## config.mk

```make
export PLATFORM = sky130hd
export DESIGN_NAME = display_arbiter
export DESIGN_NICKNAME = d
export VERILOG_FILES = /design/src/rtl/display_arbiter.sv
export SDC_FILE = /design/constraint.sdc
export NUM_CORES = 1
export LEC_CHECK = 0
export ABC_AREA = 1
export CELL_PAD_IN_SITES_DETAIL_PLACEMENT = 1
export CELL_PAD_IN_SITES_GLOBAL_PLACEMENT = 2
export CORE_MARGIN = 4
export CORE_UTILIZATION = 23
export CTS_CLUSTER_SIZE = 16
export DETAILED_ROUTE_END_ITERATION = 6
export GPL_TIMING_DRIVEN = 0
export PLACE_DENSITY_LB_ADDON = 0.1
export SYNTH_ARGS = -nofsm -noshare
export SYNTH_HDL_FRONTEND = slang
export SYNTH_SLANG_ARGS = --single-unit
```

## constraint.sdc

```tcl
create_clock -name clock -period 2.43 [get_ports clock]
set_input_delay 0.3645 -clock clock [delete_from_list [all_inputs] [get_ports clock]]
set_output_delay 0.3645 -clock clock [all_outputs]
set_load 0.03 [all_outputs]
```

## src/rtl/display_arbiter.sv

```systemverilog
`default_nettype none
// ============================================================================
// Module   : display_arbiter
// Function : Round-robin / urgent-preempt time sharing of one 4-digit display.
// Revision : 1.0
// ============================================================================
module display_arbiter #(
  parameter int NREQ  = 4,
  parameter int DWELL = 50000000,
  parameter int CNT_W = 26,
  parameter int IDX_W = 2
) (
  input  logic                 clock,
  input  logic                 reset,
  input  logic [NREQ-1:0]      req,
  input  logic [NREQ-1:0]      urgent,
  input  logic [16*NREQ-1:0]   req_value,
  input  logic [4*NREQ-1:0]    req_point,
  output logic [NREQ-1:0]      grant,
  output logic [IDX_W-1:0]     owner,
  output logic [15:0]          disp_value,
  output logic [3:0]           disp_point,
  output logic                 disp_blank,
  output logic                 switch_pulse
);

  typedef enum logic [1:0] {
    S_IDLE   = 2'd0,
    S_SHOW   = 2'd1,
    S_URGENT = 2'd2
  } state_t;

  state_t             state_q, state_d;
  logic [IDX_W-1:0]   owner_q, owner_d;
  logic [IDX_W-1:0]   last_q;
  logic [CNT_W-1:0]   cnt_q, cnt_d;
  logic [NREQ-1:0]    grant_q, grant_d;
  logic [15:0]        value_q, value_d;
  logic [3:0]         point_q, point_d;
  logic               blank_q, blank_d;
  logic               pulse_q, pulse_d;

  logic [NREQ-1:0]    eff_urg;
  logic [IDX_W:0]     urg_pick, rr_all, rr_excl;

  // Returns {found, index}: first set bit of mask scanning base+1, base+2, ... with wrap.
  function automatic logic [IDX_W:0] rr_pick(input logic [NREQ-1:0] mask,
                                             input logic [IDX_W-1:0] base);
    logic [IDX_W:0]   res;
    logic [IDX_W-1:0] idx;
    res = '0;
    for (int i = NREQ; i >= 1; i--) begin
      idx = IDX_W'((int'(base) + i) % NREQ);
      if (mask[idx]) res = {1'b1, idx};
    end
    return res;
  endfunction

  function automatic logic [IDX_W:0] low_pick(input logic [NREQ-1:0] mask);
    logic [IDX_W:0] res;
    res = '0;
    for (int i = NREQ - 1; i >= 0; i--) begin
      if (mask[IDX_W'(i)]) res = {1'b1, IDX_W'(i)};
    end
    return res;
  endfunction

  // last_q equals owner_q whenever a requester is owned, so it serves as the rotation base.
  assign eff_urg  = urgent & req;
  assign urg_pick = low_pick(eff_urg);
  assign rr_all   = rr_pick(req, last_q);
  assign rr_excl  = rr_pick(req & ~grant_q, last_q);

  always_comb begin
    state_d = state_q;
    owner_d = owner_q;
    cnt_d   = '0;
    if (state_q == S_IDLE || !req[owner_q] || (state_q == S_SHOW && |eff_urg)) begin
      if (urg_pick[IDX_W]) begin
        state_d = S_URGENT;
        owner_d = urg_pick[IDX_W-1:0];
      end else if (rr_all[IDX_W]) begin
        state_d = S_SHOW;
        owner_d = rr_all[IDX_W-1:0];
      end else begin
        state_d = S_IDLE;
        owner_d = '0;
      end
    end else if (state_q == S_URGENT) begin
      if (urg_pick[IDX_W]) begin
        owner_d = urg_pick[IDX_W-1:0];
      end else begin
        state_d = S_SHOW;
      end
    end else if (cnt_q == CNT_W'(DWELL - 1)) begin
      if (rr_excl[IDX_W]) owner_d = rr_excl[IDX_W-1:0];
    end else begin
      cnt_d = cnt_q + CNT_W'(1);
    end
  end

  // Display path follows the next owner so data and grant appear on the same cycle.
  always_comb begin
    grant_d = '0;
    value_d = '0;
    point_d = '0;
    blank_d = 1'b1;
    if (state_d != S_IDLE) begin
      grant_d = NREQ'(1) << owner_d;
      blank_d = 1'b0;
      for (int i = 0; i < NREQ; i++) begin
        if (owner_d == IDX_W'(i)) begin
          value_d = req_value[16*i +: 16];
          point_d = req_point[4*i +: 4];
        end
      end
    end
    pulse_d = ((state_d != S_IDLE) != (state_q != S_IDLE)) ||
              ((state_d != S_IDLE) && (state_q != S_IDLE) && (owner_d != owner_q));
  end

  always_ff @(posedge clock) begin
    if (!reset) begin
      state_q <= S_IDLE;
      owner_q <= '0;
      last_q  <= IDX_W'(NREQ - 1);
      cnt_q   <= '0;
      grant_q <= '0;
      value_q <= '0;
      point_q <= '0;
      blank_q <= 1'b1;
      pulse_q <= 1'b0;
    end else begin
      state_q <= state_d;
      owner_q <= owner_d;
      if (state_d != S_IDLE) last_q <= owner_d;
      cnt_q   <= cnt_d;
      grant_q <= grant_d;
      value_q <= value_d;
      point_q <= point_d;
      blank_q <= blank_d;
      pulse_q <= pulse_d;
    end
  end

  assign grant        = grant_q;
  assign owner        = owner_q;
  assign disp_value   = value_q;
  assign disp_point   = point_q;
  assign disp_blank   = blank_q;
  assign switch_pulse = pulse_q;

endmodule
`default_nettype wire

```

==> impl_metrics.ini <==
[floorplanning]
core-area_sq_um = 13880
rows = 43
die-area_sq_um = 16120
die_y_microns = 127.0
initial_core_util_pct = 23.45
die_x_microns = 127.0
io_pins = 118

[timing]
fin_worst_skew_ns = 0.006896
tightest_slew_ns = 0.5859
setup_viol = 0
hold_viol_final = 0
rsz0062_at_grt = yes
timing.slew.headroom_pct = 60.94
max_freq_ghz = 0.4548
post-route-min-period_ns = 2.199
final.setup.tns_ns = 0
slew_violations = 0
setup_slack_ns = 0.2313
period_share_pct = 90.48

[synth]
syn_area_per_cell_sq_um = 6.644
synth_edf_count = 0
syn_nets = 582
synth_cell_types = 38
yosysMostFrequentCell = nand2_1
synth_top_area_share_pct = 35.66
synth_area_sq_um = 3256
async_flop_share_pct = 0
synth_top_area_cell = dfxtp_1
synth_warnings = 0
synth_flop_cell = dfxtp_1
ys_seq_area_share_pct = 35.66
synth_area_leaders = dfxtp_1, nand2_1, nand3_1, nor2_1, inv_1
synth_cells = 490
ys_seq_elements = 58
synth_commonest_cells = nand2_1, nor2_1, inv_1

[placed_design]
dp_cells = 787
io_buffers = 117
place_area_sq_um = 4652
place_congestion = 0.7633
dp_slack_ns = -0.3720
detailed_place_hpwl_mm = 9.791

[routing]
top_layer = met4
route.met2.wl_mm = 5.956
dr_wl_met3_microns = 997
vias_per_cell = 4.469
m1WireLength_mm = 5.232
antenna_left = 0
wl_per_cell_microns = 15.37
drt_first_iter_violations = 87
drc = 0
wl_mm = 12.39
routed-via-count = 3602
drt-pass1-iter-count = 4

[cts]
clk-insertion-delay-late_ns = 0.34
cts.path.max_buffers = 2
cts-root-buf = clkbuf_16
htree_levels = 3
tritoncts = yes
cts_hold_buf = 0
clkTransAtPathRegs_ns = 0.05
cts_buffers = 9
clock_sinks = 58

[final_layout]
nNetsFinal = 714
layout-drive-gt1-share_pct = 9.904
area_growth_pct = 55.46
final_cell_area_sq_um = 5061
antenna_cells = 0
stdcell_count = 806

[worst_hold_path]
hold_start = cnt_q[0]
min_to = cnt_q[0]
hp-class = reg2reg
min_path_cells = 1

[grt]
grt_pass1_wl_mm = 20.40
grt_max_degree = 11
antenna_found_initial = 0
grt_usage_pct = 15.97
overflow = 0
grt_pass1_vias = 4024

[outcome]
status = completed

[worst_setup_path]
reg2reg_to = disp_value[3]
r2r_slack_ns = 0.23
worstPathMaxFanout = 10
slowest_delay_ns = 0.33
worstSetupStartpointType = register
regToRegStartpoint = cnt_q[0]
crit_path_top_delay_cell = dfxtp_2
arrival_ns = 2.42
cp_data_required_time_ns = 2.65
endpoint_kind = register
r2r_cells = 15
critical_path_class = reg2reg
cp_cell_sequence = ha_1 > nand2_1 > nor2_2 > nand2_2 > nor2_1 > nand3_1 > nor2_1 > nand3_1 > nand2_2 > nand2_4 > inv_4 > nand2_2 > buf_6 > o211ai_1 > nor2_1

[pwr]
p_leak_nw = 2.083
irDropWorstVdd_mv = 0.3022
total_power_mw = 2.747
p_per_area_nw_per_um2 = 542.8

[run]
drv_cap = 0
==> worst max-delay path by stage <==
stage                     cells past startpoint              to  slack, ns     start
after floorplan                              16  disp_value[11]       0.50  grant[0]
after global placement                        9       cnt_q[25]      -0.38    req[3]
after detailed placement                      9       cnt_q[14]      -0.37    req[3]
after CTS                                    12       cnt_q[22]       0.02  cnt_q[0]
after global routing                         12       cnt_q[22]      -0.03  cnt_q[1]
final                                        15   disp_value[3]       0.23  cnt_q[0]
==> worst max-delay path, delay by kind of cell, from the launching register on <==
| kind | cells | cell delay [ns] |
|---|---|---|
| adder cells (fa/ha/maj) | 1 | 0.17 |
| flip-flops | 1 | 0.33 |
| buffers and inverters | 2 | 0.25 |
| AND/OR/NAND/NOR | 11 | 1.15 |
| AO/OA/AOI/OAI | 1 | 0.19 |
==> layout make-up <==
cell class	count	area (sq um)
Inverter	71	271.5
Fill cell	1779	8820
Sequential cell	58	1162
Multi-Input combinational cell	344	1753
Timing Repair Buffer	121	1209
Clock buffer	13	270.3
Buffer	17	135.1
Tap cell	180	225.2
Clock inverter	2	35.03
==> logic make-up after synthesis <==
family | share of synthesized area (%)
flip-flops | 35.66
AO/OA/AOI/OAI | 11.07
other | 0.1152
buffers and inverters | 11.64
AND/OR/NAND/NOR | 38.85
adder cells (fa/ha/maj) | 0.7685
XOR/XNOR | 1.883
==> placed cells by master (no fill, tap or decap), types with 8 or more instances in the layout <==
cell type,Yosys,routed
a21oi_1,16,16
clkbuf_16,0,9
clkdlybuf4s50_1,0,114
dfxtp_1,58,57
inv_1,67,67
nand2_1,88,84
nand3_1,64,63
nand4_1,12,12
nor2_1,68,64
nor2_2,4,8
nor3b_1,8,8
o21ai_0,25,20
o21ai_1,6,11
==> sequential cells by signal, indices dropped and copies added (netlist names) <==
name	count
switch_pulse	1
disp_value	16
cnt_q	26
disp_blank	1
last_q	2
disp_point	4
grant	4
state_q	2
owner	2
==> power breakdown <==
group,switching [mW],internal [mW]
logic,0.196,0.228
clock network,0.459,0.870
registers,0.0115,0.982
==> per-stage QoR <==
stage / hold WS, ns / utilization (%)
2_1_floorplan: 0.4176 / -
3_3_place_gp: 0.4315 / 33.51
3_5_place_dp: 0.4383 / 33.51
4_1_cts: 0.4510 / 35.72
5_1_grt: 0.4246 / 36.46
6_report: 0.4132 / 36.46
==> timing repair <==
item / 4_1_cts / 5_1_grt
resized for setup: 1 / 33
setup buffers: 0 / 4
pin swaps: 0 / 8
endpoints found under the setup margin: 4 / 44
==> layer usage <==
metal / vias to the layer above / global-route usage, %
met5: - / 0
met4: 0 / 5.931
met3: 16 / 6.605
met2: 87 / 26.68
met1: 1644 / 18.30
li1: 1855 / -
Note: power is estimated with default switching activity, not from simulation.
==> edit 1: new RTL, same settings <==
Set the parameter `NREQ` to 2 (it was 4).
--- a/src/rtl/display_arbiter.sv
+++ b/src/rtl/display_arbiter.sv
@@ -6,5 +6,5 @@
 // ============================================================================
 module display_arbiter #(
-  parameter int NREQ  = 4,
+  parameter int NREQ  = 2,
   parameter int DWELL = 50000000,
   parameter int CNT_W = 26,
Ports: changed (5 resized); port bits go from 118 to 72. The function was not compared with the original's and may differ.
==> edit 1 against the unedited design <==
- design area is 32% lower
- fmax increased by 0.19%
- first-iteration DRC count fell by 24%
- largest cell class unchanged
- critical endpoint is now cnt_q[2]$_SDFF_PP0_
- setup slack improved by 0.0043 ns
- power shrank 28%
- sequential share of layout area up 9.1 points
- synthesized cell count down 31%
- sequential cell count is 3 lower
- sequential power shrank 3.4%
- wire length down 45%
- synthesized area shrank 25%
==> edit 1: results (changes against the unedited design) <==
fin cells 554 (-31%); CTS resizes 0 (-1); Mean Syn Cell Area 7.17 um^2 (+7.9%); Clock transition at path regs 0.11 ns (+0.06 ns); sequential-to-total area share from yosys stat 45.3% (+9.6 points); vias 2316 (-36%); 1st-iter DRT viols 66 (-24%); status finished clean; reg2reg setup slack 0.33 ns (+0.10 ns); sequential power 0.960 mW (-3.4%); Cells after DPL 546 (-31%); WP data arrival 2.38 ns (-0.04 ns); R2R cell count 11 (-4); clk_skew 0.00995 ns (+0.00306 ns); Max VDD drop 0.000286 V (-5.4%); NumNets Final 465 (-35%); share of cells above drive strength 1 9.09% (-0.81 points); Critical Path Source req[0]; top post-synthesis cells by area dfxtp_1, nand2_1, nor2_1; largest net degree at the start of global routing 18 (+7); Reg-to-Reg End cnt_q[22]$_SDFF_PP0_; overall global routing resource usage 11.4% (-4.6 points); met3 GRT Util 4.04% (-2.6 points); worst skew pair latency 0.31 ns (-0.03 ns); sw frac 26.6% (+2.3 points); vias in the first global route 2485 (-38%); Clk pwr share 33.5% (-15 points); distinct cell type count after synthesis 33 (-13%); CTS Root Buffer Type clkbuf_8; WL met1 3.07 mm (-41%); CTS H-tree lvls 2 (-1); Commonest cells post-synth nand2_1, dfxtp_1, nor2_1, inv_1, a21oi_1; cell leakage power 1.36 nW (-35%); met1 Use GR 13.3% (-5.0 points); Num CTS Buffers 5 (-4); met2 routed WL 3.21 mm (-46%); Post-DP HPWL 5.42 mm (-45%); routability cong. 0.775 (+1.5%)
==> edit 1: cell types whose count changed after synthesis, moves of 4 or more <==
cell,before,now
nand3_1,64,15
inv_1,67,32
nor2_1,68,33
nand2_1,88,111
o21ai_0,25,7
buf_2,8,0
inv_2,2,10
nand3b_1,7,0
nand4_1,12,5
o211ai_1,7,0
nor3b_1,8,2
o21ai_1,6,2
xnor2_1,5,1
==> edit 1: worst max-delay path, cell delays in order <==
cell and delay, ns:
clkdlybuf4s50_1 0.55, nand2_1 0.14, o21ai_2 0.13, inv_2 0.08, o21ai_2 0.21, inv_1 0.11
nand4_2 0.25, clkbuf_1 0.44, nor3b_1 0.09
==> edit 1: final cells by class <==
cell class	instances	area, um^2	area share, %
Buffer	5	33.8	0.983
Clock buffer	6	82.6	2.40
Clock inverter	2	38.8	1.13
Inverter	43	165	4.81
Multi-Input combinational cell	236	1130	33.0
Sequential cell	55	1100	32.0
Tap cell	136	170	4.95
Timing Repair Buffer	71	711	20.7
==> edit 1: stage by stage <==
stage	hold slack (ns)	utilization [%]	instance area [um^2]	setup WS [ns]	power [mW]
floorplan	0.413	-	2430	0.689	1.15
global placement	0.427	32.1	3310	-0.155	1.34
detailed placement	0.442	32.1	3310	-0.126	1.34
CTS	0.463	33.3	3430	0.209	2.02
global route	0.480	33.3	3440	-0.00638	2.07
finish	0.459	33.3	3440	0.236	1.97
==> edit 1: cell families (layout without fill, tap and decap cells) <==
kind of cell | after synthesis | in the layout | share of synthesized area [%]
and+or+nand+nor | 190 | 190 | 34.9
xor gates and xnor gates | 3 | 3 | 1.08
DFF | 55 | 55 | 45.3
AOI/OAI and AO/OA | 41 | 41 | 9.68
buffers and inverters | 48 | 127 | 8.03
adders and majority gates | 2 | 2 | 1.03
==> edit 2: new RTL, same flow settings <==
Made on the original files. Take the reset off `value_q` and load it in a clocked block of its own.
--- a/src/rtl/display_arbiter.sv
+++ b/src/rtl/display_arbiter.sv
@@ -127,5 +127,4 @@
       cnt_q   <= '0;
       grant_q <= '0;
-      value_q <= '0;
       point_q <= '0;
       blank_q <= 1'b1;
@@ -137,9 +136,12 @@
       cnt_q   <= cnt_d;
       grant_q <= grant_d;
-      value_q <= value_d;
       point_q <= point_d;
       blank_q <= blank_d;
       pulse_q <= pulse_d;
     end
+  end
+
+  always_ff @(posedge clock) begin
+    value_q <= value_d;
   end
 
Behaviour: not the same (a bounded check fails within 4 cycles, from zero or initial values and one cycle with reset low).
==> edit 2 against the unedited design <==
- sequential cell count is the same
- wire length decreased by 15%
- sequential power grew 0.5%
- fmax is 2.6% lower
- worst hold slack improved by 0.0064 ns
- highest routed layer unchanged
- first-iteration DRC count fell by 1.1%
- critical path type is now in -> reg
- power decreased by 4.7%
- design area shrank 6.4%
- largest cell class unchanged
- utilization rose by 0.94 points
- synthesized area fell by 7.8%
- via count decreased by 9.4%
- largest power group unchanged
- setup slack got worse by 0.058 ns
==> edit 2: results (changes against the unedited design) <==
status finished clean; Syn Nets 526 (-9.6%); clk_skew 0.00749 ns (+0.000598 ns); Max VDD drop 0.000255 V (-16%); Mean Syn Cell Area 6.91 um^2 (+4.1%); fin cells 742 (-7.9%); vias in the first global route 3498 (-13%); Area after DPL 4380 um^2 (-5.9%); top post-synthesis cells by area dfxtp_1, nand2_1, nand3_1; NumNets Final 657 (-8.0%); WP data arrival 2.51 ns (+0.09 ns); WL/cell 14.2 um (-7.5%); 1st-iter DRT viols 86 (-1.1%); cell leakage power 1.86 nW (-11%); distinct cell type count after synthesis 37 (-2.6%); Port Buffers 116 (-0.85%); pre-CTS setup slack -0.292 ns (+0.0802 ns); Int Power 1.98 mW (-4.8%); Hold WC Path Type in -> reg; first-pass GRT wire length 17.0 mm (-17%); Worst Tran Pin Value 0.567 ns (-0.0189 ns); Cells after DPL 722 (-8.3%); vias 3265 (-9.4%); share of cells above drive strength 1 10.4% (+0.45 points); sequential-to-total area share from yosys stat 38.7% (+3.0 points); routability cong. 0.777 (+1.8%); Commonest cells post-synth nand2_1, dfxtp_1, nand3_1, nor2_1, inv_1
==> edit 2: cell types whose count changed in the layout (fill, tap and decap cells not counted), moves of 7 or more <==
cell / delta
o21ai_1: -11
nand2_1: +38
nand3_1: -8
nand4_1: +12
o211ai_1: -7
o21ai_0: -15
inv_1: -33
nor2_1: -12
==> edit 2: final cells by class <==
| class | instances | area [um^2] |
|---|---|---|
| buffer | 14 | 114 |
| clock buffer | 14 | 274 |
| clock inverter | 2 | 10.0 |
| fill | 1583 | 7930 |
| inverter | 41 | 164 |
| multi-input combinational | 321 | 1610 |
| sequential | 58 | 1160 |
| tap | 172 | 215 |
| timing repair buffer | 120 | 1190 |
==> edit 2: metal layers <==
layer / up-vias / GRT usage (%) / share of wire (%)
met3: 11 / 7.88 / 11
met5: - / 0 / 0
met2: 94 / 23.1 / 45
li1: 1673 / - / -
met1: 1487 / 16.8 / 42
met4: 0 / 5.25 / 1.7
==> edit 2: worst paths after layout <==
path                                          start                        end  slack, ns  depth (start not counted)
worst max-delay path                         req[3]  disp_value[10]$_SDFF_PP0_       0.17                         13
worst min-delay path                          reset     last_q[0]$_SDFFE_PN1N_       0.42                          2
worst max register to register  cnt_q[0]$_SDFF_PP0_  disp_value[10]$_SDFF_PP0_       0.26                         17
worst min register to register  cnt_q[0]$_SDFF_PP0_        cnt_q[0]$_SDFF_PP0_       0.44                          1
==> edit 2: power by group through the flow <==
stage	combinational [mW]	sequential, mW	clock [mW]
2_1_floorplan	0.100	1.08	0
3_3_place_gp	0.404	1.02	0
3_5_place_dp	0.407	1.02	0
4_1_cts	0.408	1.00	1.26
5_1_grt	0.441	1.00	1.30
6_report	0.405	0.999	1.21
==> edit 2: kinds of logic (layout without fill, tap and decap cells) <==
group / count (synthesis) / in the layout / share of synthesized area (%)
buf+inv: 55 / 191 / 8.92
fa+ha+maj: 2 / 2 / 0.834
simple gates: 284 / 284 / 43.6
compound gates: 24 / 24 / 4.67
flops: 58 / 58 / 38.7
other cells: 1 / 1 / 0.125
xor+xnor: 10 / 10 / 3.17
==> edit 2: what timing repair did <==
action	CTS	global route
hold buffers	0	0
endpoints found under the setup margin	0	32
resized for setup	0	17
buffers inserted	0	4
==> edit 2: worst max-delay path, stage by stage <==
cell,delay (ns)
clkdlybuf4s50_1,0.55
nand2_1,0.07
nand3_1,0.09
nand2_1,0.05
a21oi_1,0.17
nand3_1,0.19
nand3_1,0.29
nand2_4,0.08
buf_6,0.16
nor2_8,0.17
buf_8,0.16
nand2_1,0.06
nand4_1,0.10
